### config.mk
export PLATFORM = sky130hd
export DESIGN_NAME = fft_frame_ctrl
export DESIGN_NICKNAME = d
export VERILOG_FILES = /design/src/rtl/fft_frame_ctrl_pkg.sv /design/src/rtl/fft_bin_counter.sv /design/src/rtl/fft_frame_ctrl.sv
export SDC_FILE = /design/constraint.sdc
export NUM_CORES = 1
export LEC_CHECK = 0
export CAP_MARGIN = 40
export CORE_AREA = 5 5 128 130
export CTS_CLUSTER_SIZE = 30
export DETAILED_ROUTE_END_ITERATION = 16
export DIE_AREA = 0 0 133 135
export PLACE_DENSITY = 0.77
export SYNTH_ARGS = -nofsm -noshare
export SYNTH_HDL_FRONTEND = slang
export SYNTH_SLANG_ARGS = --single-unit
### constraint.sdc
create_clock -name i_aclk -period 5.2 [get_ports i_aclk]
set_input_delay 0.52 -clock i_aclk [delete_from_list [all_inputs] [get_ports i_aclk]]
set_output_delay 0.52 -clock i_aclk [all_outputs]
set_load 0.005 [all_outputs]
### src/rtl/fft_frame_ctrl_pkg.sv
// Shared definitions for fft_frame_ctrl.
// FFT_FRAME_CTRL_ZPAD_EN adds the PAD state that zero-fills short frames.
package fft_frame_ctrl_pkg;

  localparam int CFG_W           = 8;
  localparam int CFG_LOG2_LSB    = 0;
  localparam int CFG_LOG2_W      = 5;
  localparam int CFG_INV_BIT     = 5;
  localparam int MIN_LOG2_POINTS = 3;

  localparam int BIN_W   = 16;
  localparam int TUSER_W = 24;

  localparam int ALM_W     = 3;
  localparam int ALM_EARLY = 0;
  localparam int ALM_MISS  = 1;
  localparam int ALM_CORE  = 2;

`ifdef FFT_FRAME_CTRL_ZPAD_EN
  typedef enum logic [1:0] {
    UNCFG = 2'd0,
    RUN   = 2'd1,
    PAD   = 2'd2
  } state_e;
`else
  typedef enum logic [1:0] {
    UNCFG = 2'd0,
    RUN   = 2'd1
  } state_e;
`endif

  // N-1 for a given log2(N); log2(N)=16 wraps to 16'hFFFF.
  function automatic logic [BIN_W-1:0] bin_limit(
    input logic [CFG_LOG2_W-1:0] log2n
  );
    logic [BIN_W:0] n;
    n = (BIN_W+1)'(1) << log2n;
    return n[BIN_W-1:0] - BIN_W'(1);
  endfunction

endpackage

### src/rtl/fft_bin_counter.sv
// Wrapping bin counter with a runtime N-1 limit.
// Shared by the input and output sides of fft_frame_ctrl.
module fft_bin_counter
  import fft_frame_ctrl_pkg::*;
(
  input  logic             i_aclk,
  input  logic             i_aresetn,
  input  logic             i_clr,
  input  logic             i_en,
  input  logic [BIN_W-1:0] i_lim,
  output logic [BIN_W-1:0] o_cnt,
  output logic             o_last
);

  assign o_last = (o_cnt == i_lim);

  always_ff @(posedge i_aclk or negedge i_aresetn) begin
    if (!i_aresetn) begin
      o_cnt <= '0;
    end else if (i_clr) begin
      o_cnt <= '0;
    end else if (i_en) begin
      o_cnt <= o_last ? '0 : o_cnt + BIN_W'(1);
    end
  end

endmodule

### src/rtl/fft_frame_ctrl.sv
// Frame controller between an AXI4-Stream source and a streaming FFT core.
// Optional zero padding of short frames: FFT_FRAME_CTRL_ZPAD_EN.
module fft_frame_ctrl
  import fft_frame_ctrl_pkg::*;
#(
  parameter int DATAIN_WIDTH    = 16,
  parameter int DATAOUT_WIDTH   = 16,
  parameter int MAX_LOG2_POINTS = 10,
  parameter int MAX_OUTSTANDING = 4
) (
  input  logic                       i_aclk,
  input  logic                       i_aresetn,
  input  logic                       i_axi4s_cfg_tvalid,
  input  logic [CFG_W-1:0]           i_axi4s_cfg_tdata,
  output logic                       o_axi4s_cfg_tready,
  input  logic                       i_axi4s_data_tvalid,
  input  logic [2*DATAIN_WIDTH-1:0]  i_axi4s_data_tdata,
  input  logic                       i_axi4s_data_tlast,
  output logic                       o_axi4s_data_tready,
  output logic                       o_core_cfg_tvalid,
  output logic [CFG_W-1:0]           o_core_cfg_tdata,
  output logic                       o_core_tvalid,
  output logic [2*DATAOUT_WIDTH-1:0] o_core_tdata,
  output logic                       o_core_tlast,
  input  logic                       i_core_tready,
  input  logic                       i_core_tvalid,
  input  logic [2*DATAOUT_WIDTH-1:0] i_core_tdata,
  input  logic                       i_core_tlast,
  output logic                       o_axi4s_data_tvalid,
  output logic [2*DATAOUT_WIDTH-1:0] o_axi4s_data_tdata,
  output logic                       o_axi4s_data_tlast,
  output logic [TUSER_W-1:0]         o_axi4s_data_tuser,
  output logic [ALM_W-1:0]           o_alm,
  output logic                       o_stat
);

  localparam int OW = $clog2(MAX_OUTSTANDING + 1);
  localparam logic [OW-1:0] OMAX = OW'(MAX_OUTSTANDING);

  state_e state_q, state_d;

  logic [CFG_W-1:0]  cfg_q;
  logic [OW-1:0]     outst_q;
  logic [ALM_W-1:0]  alm_q, alm_set;
  logic              stat_q, cfg_pulse_q;

  logic [BIN_W-1:0]  lim, in_cnt, out_cnt;
  logic              in_last, out_last;

  logic              run, pad;
  logic              cfg_tready, data_tready, core_tvalid;
  logic              cfg_hs, cfg_legal, cfg_ok;
  logic              stall, in_beat, run_hs, in_end;
  logic              out_beat, out_end;
  logic [CFG_LOG2_W-1:0] cfg_log;

  logic [DATAOUT_WIDTH-1:0] ext_i, ext_q;

  logic                       dv_q, dl_q;
  logic [2*DATAOUT_WIDTH-1:0] dd_q;
  logic [TUSER_W-1:0]         du_q;

  assign lim     = bin_limit(cfg_q[CFG_LOG2_LSB +: CFG_LOG2_W]);
  assign cfg_log = i_axi4s_cfg_tdata[CFG_LOG2_LSB +: CFG_LOG2_W];

  assign cfg_legal = (cfg_log >= CFG_LOG2_W'(MIN_LOG2_POINTS))
                   && (cfg_log <= CFG_LOG2_W'(MAX_LOG2_POINTS));
  assign cfg_hs    = i_axi4s_cfg_tvalid & cfg_tready;
  assign cfg_ok    = cfg_hs & cfg_legal;

  // New frames are held off once the core holds its maximum.
  assign stall    = (in_cnt == '0) && (outst_q == OMAX);
  assign in_beat  = (run & core_tvalid & i_core_tready)
                  | (pad & i_core_tready);
  assign run_hs   = run & in_beat;
  assign in_end   = in_beat & in_last;

  assign out_beat = i_core_tvalid & (outst_q != '0);
  assign out_end  = out_beat & out_last;

  assign ext_i = DATAOUT_WIDTH'($signed(
    i_axi4s_data_tdata[DATAIN_WIDTH-1:0]));
  assign ext_q = DATAOUT_WIDTH'($signed(
    i_axi4s_data_tdata[2*DATAIN_WIDTH-1:DATAIN_WIDTH]));

  fft_bin_counter u_in_cnt (
    .i_aclk    (i_aclk),
    .i_aresetn (i_aresetn),
    .i_clr     (cfg_ok),
    .i_en      (in_beat),
    .i_lim     (lim),
    .o_cnt     (in_cnt),
    .o_last    (in_last)
  );

  fft_bin_counter u_out_cnt (
    .i_aclk    (i_aclk),
    .i_aresetn (i_aresetn),
    .i_clr     (cfg_ok),
    .i_en      (out_beat),
    .i_lim     (lim),
    .o_cnt     (out_cnt),
    .o_last    (out_last)
  );

  always_ff @(posedge i_aclk or negedge i_aresetn) begin
    if (!i_aresetn) begin
      state_q <= UNCFG;
    end else begin
      state_q <= state_d;
    end
  end

  always_comb begin
    state_d = state_q;
    unique case (state_q)
      UNCFG: if (cfg_ok) state_d = RUN;
      RUN: begin
`ifdef FFT_FRAME_CTRL_ZPAD_EN
        if (run_hs & i_axi4s_data_tlast & !in_last) state_d = PAD;
`endif
      end
`ifdef FFT_FRAME_CTRL_ZPAD_EN
      PAD: if (in_end) state_d = RUN;
`endif
      default: state_d = UNCFG;
    endcase
  end

  always_comb begin
    run         = 1'b0;
    pad         = 1'b0;
    cfg_tready  = 1'b0;
    data_tready = 1'b0;
    core_tvalid = 1'b0;
    unique case (state_q)
      UNCFG: cfg_tready = 1'b1;
      RUN: begin
        run         = 1'b1;
        data_tready = i_core_tready & !stall;
        core_tvalid = i_axi4s_data_tvalid & !stall;
        cfg_tready  = (in_cnt == '0) && (outst_q == '0)
                    && !(core_tvalid & i_core_tready);
      end
`ifdef FFT_FRAME_CTRL_ZPAD_EN
      PAD: begin
        pad         = 1'b1;
        core_tvalid = 1'b1;
      end
`endif
      default: ;
    endcase
  end

  always_comb begin
    alm_set = '0;
    alm_set[ALM_EARLY] = run_hs & i_axi4s_data_tlast & !in_last;
    alm_set[ALM_MISS]  = run_hs & in_last & !i_axi4s_data_tlast;
    alm_set[ALM_CORE]  = i_core_tvalid
                       & ((outst_q == '0) | (i_core_tlast != out_last));
  end

  always_ff @(posedge i_aclk or negedge i_aresetn) begin
    if (!i_aresetn) begin
      cfg_q       <= '0;
      stat_q      <= 1'b0;
      alm_q       <= '0;
      cfg_pulse_q <= 1'b0;
      outst_q     <= '0;
    end else begin
      cfg_pulse_q <= cfg_ok;
      if (cfg_ok) begin
        cfg_q  <= i_axi4s_cfg_tdata;
        stat_q <= 1'b1;
        alm_q  <= '0;
      end else begin
        alm_q  <= alm_q | alm_set;
      end
      if (in_end & !out_end) begin
        outst_q <= outst_q + OW'(1);
      end else if (!in_end & out_end) begin
        outst_q <= outst_q - OW'(1);
      end
    end
  end

  always_ff @(posedge i_aclk or negedge i_aresetn) begin
    if (!i_aresetn) begin
      dv_q <= 1'b0;
      dd_q <= '0;
      dl_q <= 1'b0;
      du_q <= '0;
    end else begin
      dv_q <= i_core_tvalid;
      if (i_core_tvalid) begin
        dd_q <= i_core_tdata;
        dl_q <= out_last;
        du_q <= {{(TUSER_W-BIN_W-1){1'b0}}, cfg_q[CFG_INV_BIT], out_cnt};
      end
    end
  end

  // Ready is forced low while reset is held so every output reads 0.
  assign o_axi4s_cfg_tready  = cfg_tready & i_aresetn;
  assign o_axi4s_data_tready = data_tready;
  assign o_core_cfg_tvalid   = cfg_pulse_q;
  assign o_core_cfg_tdata    = cfg_q;
  assign o_core_tvalid       = core_tvalid;
  assign o_core_tdata        = run ? {ext_q, ext_i} : '0;
  assign o_core_tlast        = (run | pad) & in_last;
  assign o_axi4s_data_tvalid = dv_q;
  assign o_axi4s_data_tdata  = dd_q;
  assign o_axi4s_data_tlast  = dl_q;
  assign o_axi4s_data_tuser  = du_q;
  assign o_alm               = alm_q;
  assign o_stat              = stat_q;

endmodule

---- Yosys cells after proc, flatten, opt, wreduce, memory -nomap -nowiden ----
Cells that the tools add are included.
storage, ports and cells
  bits in registers ....................... 101
  output and inout port bits .............. 107
  bits in read-only memories .............. 0
  RAM bits ................................ 0
  memories ................................ 0
  bits in latches ......................... 0
operators by class
  div/mod/pow operators ................... 0
  mux-type cells .......................... 16
  reductions and logical operators ........ 18
  equal/unequal tests ..................... 6
  bitwise operators ....................... 23
  multipliers ............................. 0
  $add $sub $neg .......................... 5
  order comparisons ....................... 2
  shifts and indexed selects .............. 1
operators with widths
  kind                   count
  $mux 16                6
  $add 16x1->16 const B  2
  $eq 16x16->1           2
  $mux 32                1
  $and 1x1->1            20
  $logic_not 16->1       1
  $shl 1x5->16 const A   1
  $sub 16x1->16 const B  1
  $mux 3                 3
  $logic_not 1->1        6
  $reduce_bool 2->1      3
  $ge 5x2->1 const B     1
  $le 5x4->1 const B     1
  $logic_and 1x1->1      4
  $pmux 2 s2             1
  $add 3x1->3 const B    1
  $eq 3x3->1 const B     1
  $logic_not 3->1        1
  $mux 1                 3
  $or 3x3->3             1
  $reduce_bool 3->1      1
  $sub 3x1->3 const B    1
  $eq 2x1->1 const B     1
  $logic_not 2->1        1
  7 further kinds        7

---- Depth between registers and ports, before layout ----
  depth after elaboration ................. 12
  depth in mapped cells ................... 19
  mapped depth without buffers ............ 17

---- By module ----
A second synthesis with hierarchy kept.
unflattened totals
  cells, all modules ...................... 572
  area, all modules ....................... 6,004.5 um^2
by module, submodules not included
  module           cells an instance  area each (um^2)  times used
  fft_frame_ctrl   314                3,492.1           1
  fft_bin_counter  129                1,256.2           2

---- Worst setup path after synthesis ----
Ideal clock, no wire load.
  kind .................................... reg-to-reg
  start point ............................. register cfg_q[4], in the netlist o_core_cfg_tdata[4]
  end point ............................... register outst_q[2]
  data arrival time ....................... 3.718 ns
  slack ................................... 1.403 ns
  stages on the path, launching flop included .. 19
  setup time .............................. 0.079 ns
  buffers on the path ..................... 1
  period minus slack after synthesis ...... 3.797 ns
  cell sequence ........................... dfrtp_1 -> buf_2 -> or3_4 -> nor3_4 -> inv_1 -> ha_1 -> or4_1 -> o21ai_1 -> a22oi_4 -> xnor2_1 -> a211oi_1 -> nand4b_1 -> nor2_1 -> ha_1 -> inv_1 -> fa_1 -> xor2_1 -> nor2_1 -> xor2_1
between the ends
  word-level cells in the longest chain between the ends .. 7
RTL lines
  item                                         RTL line                                      source
  start, declared                              fft_frame_ctrl.sv:42                          logic [CFG_W-1:0] cfg_q;
  start signal, assigned                       fft_frame_ctrl.sv:173                         cfg_q <= i_axi4s_cfg_tdata;
  $shl 1x5->16 (*)                             fft_frame_ctrl_pkg.sv:37                      n = (BIN_W+1)'(1) << log2n;
  $sub 16x1->16 (*)                            fft_frame_ctrl_pkg.sv:38                      return n[BIN_W-1:0] - BIN_W'(1);
  $eq 16x16->1                                 fft_bin_counter.sv:15                         assign o_last = (o_cnt == i_lim);
  $and 1x1->1 (on tied branches)               fft_frame_ctrl.sv:79, fft_frame_ctrl.sv:76
  $logic_not 1->1 (on tied branches)           fft_frame_ctrl.sv:179, fft_frame_ctrl.sv:181
  $and 1x1->1 (on tied branches)               fft_frame_ctrl.sv:179, fft_frame_ctrl.sv:181
  $mux 3 or $reduce_bool 2->1 (tied branches)  --
  end signal, assigned                         fft_frame_ctrl.sv:180                         outst_q <= outst_q + OW'(1);
  end signal, assigned                         fft_frame_ctrl.sv:182                         outst_q <= outst_q - OW'(1);
  end, declared                                fft_frame_ctrl.sv:43                          logic [OW-1:0] outst_q;
Every way passes the cells marked *; elsewhere a longest branch is shown, timed or not.
A chain may end at the register's enable or synchronous reset.

---- Worst setup path in the final report ----
  start point ............................. register cfg_q[4], in the netlist o_core_cfg_tdata[4]
  end point ............................... output port o_core_tlast
between the ends
  word-level cells in the longest chain between the ends .. 4
RTL lines
  item           RTL line                  source
  $shl 1x5->16   fft_frame_ctrl_pkg.sv:37
  $sub 16x1->16  fft_frame_ctrl_pkg.sv:38
  $eq 16x16->1   fft_bin_counter.sv:15
  $and 1x1->1    fft_frame_ctrl.sv:210     assign o_core_tlast = (run | pad) & in_last;
  end, declared  fft_frame_ctrl.sv:24      output logic o_core_tlast,
Every way passes these cells.

==> run metrics <==
grt ovf 0; vias after detailed routing 5108; die width 133 um; Synth top area share 42.5%; Finished Core Util 53.2%; Worst Path Required 4.68 ns; placed wire-length estimate 11700 um; worst setup path startpoint o_core_cfg_tdata[4]; Post-synth EDFFs 0; Worst Clk Skew 0.00720 ns; fin crit share 86.0%; Clock Path Buffers 2; largest cells by area after synthesis dfrtp_1, mux2_2, nand2_1, and2_1, nand3_1; hold crit path type in2async; Top Ports 187; DR DRC count 0; synth warn 0; Detail Route Antenna Nets 0; post-cts sizing count 0; FILL cells 1346; global placement routability congestion 0.863; worst slew pin tran 0.833 ns; kind of start point of the critical path flop; first-pass GRT wire length 25000 um; Max-cap violations 0; final setup margin 0.727 ns; post-synth top area cell dfrtp_1; die area 18000 um2; post-synthesis instance area 5890 um2; Max FO, Critical Path 16; Mean Syn Cell Area 9.48 um2; RR Startpoint o_core_cfg_tdata[4]; final setup vio count 0; num rows 45; Total Routing Usage GR 16.9%; Seq. cell area 2500 um2; crit path time final 4.47 ns; RSZ-0062 raised after global routing no; postcts setup bufs 0; core area 15000 um2; antenna violations before repair 0; nets@finish 855; Iter 0 DRT Violations 252; H-tree Lvls 3; antenna diode count 0; distinct cell type count after synthesis 66; vias in the first global route 4843; Fin. Hold Viols 0; synthesis-to-layout area growth 35.9%; top post-synthesis cells by count dfrtp_1, nand2_1, mux2_2, and2_1, nand3_1; Async SR Flop Fraction 100%; DRT Wirelength 15800 um; Reg clk slew, reported paths 0.07 ns; final-report max-slew violation count 0; pre-CTS WS 1.02 ns; post-cts hold buffer count 0; count leader, synth dfrtp_1; Fin Setup TNS 0 ns; Max-slew headroom 44.4%; ys flop type dfrtp_1; Critical Path End Type primary output; Tot Pwr 3.63 mW; CTS tree done; share of layout cells above drive strength 1 13.7%; arrival time worst endpoint 3.95 ns; fmax 224 MHz; Initial Utilization 39.2%; TritonCTS Buffers 9; power density over the cells 453 nW/um2; Vias/cell 5.31; DR WL/cell 16.4 um; Yosys reg bits 100; area occupied by multi-input gates 3060 um2; register area share after synthesis 42.5%; die height 135 um; Port Buffers 179; clock sinks 100; VDD IR max 227 uV; static leakage 3.31 nW; Clock Latency Late Sink 0.35 ns; CTS Root Cell clkbuf_16; DR pass1 iterations 4; Crit Path Category reg2out; pin count of the biggest net entering global routing 66; Syn Inst Count 621; status finished, final reports clean
[metal layers]
metal	up-vias	GRT usage (%)	wire [um]
li1	2479	-	-
met4	0	4.27	191
met1	2447	21.2	6650
met2	171	28.8	7720
met3	11	5.07	1220
met5	-	0	0
[sequential cells by signal (all words and copies together) (netlist names)]
| name | flops |
|---|---|
| o_axi4s_data_tdata | 32 |
| o_axi4s_data_tuser | 17 |
| u_in_cnt.o_cnt | 16 |
| u_out_cnt.o_cnt | 16 |
| o_core_cfg_tdata | 8 |
| o_alm | 3 |
| outst_q | 3 |
| o_axi4s_data_tlast | 1 |
| o_axi4s_data_tvalid | 1 |
| o_core_cfg_tvalid | 1 |
| o_stat | 1 |
| state_q | 1 |
[placed cells by master, fill, tap and decap left out, types with 16 or more instances in the layout]
cell type / netlist / layout
xnor2_1: 18 / 18
clkdlybuf4s50_1: 0 / 177
and3_1: 20 / 20
dfrtp_1: 100 / 100
nand3_1: 37 / 37
mux2_2: 51 / 51
nand2_1: 89 / 89
and2_1: 37 / 37
nor4_1: 16 / 16
nor2_1: 28 / 28
[power by group]
group,total [mW],internal [mW],switching (mW),leakage [nW]
logic,1.80,0.894,0.902,1.97
clock network,0.654,0.345,0.309,0.132
registers,1.18,0.948,0.228,1.21
total,3.63,2.19,1.44,3.31
[cell families after synthesis]
group | Yosys count | share of synthesized area (%)
AND/OR/NAND/NOR | 275 | 24.3
flip-flops | 100 | 42.5
adder cells (fa/ha/maj) | 6 | 1.40
buffers and inverters | 70 | 5.95
AO/OA/AOI/OAI | 87 | 11.2
multiplexers | 51 | 9.75
other | 1 | 0.0637
XOR/XNOR | 31 | 4.84
[final cells by class]
class / instances / share of cell area, %
clock buffers: 11 / 3.03
multi-input cells: 457 / 38.2
repair buffers: 191 / 23.5
clock inverters: 5 / 0.563
flip-flops and latches: 100 / 31.3
inverters: 10 / 0.469
well taps: 188 / 2.94
[worst paths after layout]
kind | to | slack (ns) | cells past startpoint
setup / recovery | o_core_tlast | 0.73 | 12
hold / removal | u_in_cnt.o_cnt[5] | 0.13 | 1
setup reg to reg | outst_q[2] | 1.00 | 17
hold reg to reg | outst_q[2] | 0.48 | 1
max in group asynchronous | o_axi4s_data_tdata[16] | 3.86 | 2
min in group i_aclk | outst_q[2] | 0.48 | 1
[critical path, stage by stage (launching register included)]
cell	delay [ns]
dfrtp_1	0.38
or3_4	0.42
nor3_4	0.18
inv_1	0.07
ha_1	0.40
or4_1	0.50
o21ai_1	0.23
a22oi_4	0.09
xnor2_1	0.18
a211oi_1	0.28
nand4b_1	0.20
nor2_1	0.12
clkdlybuf4s50_1	0.54
[through the flow]
stage / cell area, um2 / instances / hold slack, ns
floorplan: 5910 / 627 / 0.224
global placement: 7690 / 944 / 0.450
detailed placement: 7720 / 946 / 0.468
CTS: 8000 / 962 / 0.134
global route: 8000 / 962 / 0.167
finish: 8000 / 962 / 0.128
Note: power is estimated with default switching activity, not from simulation.
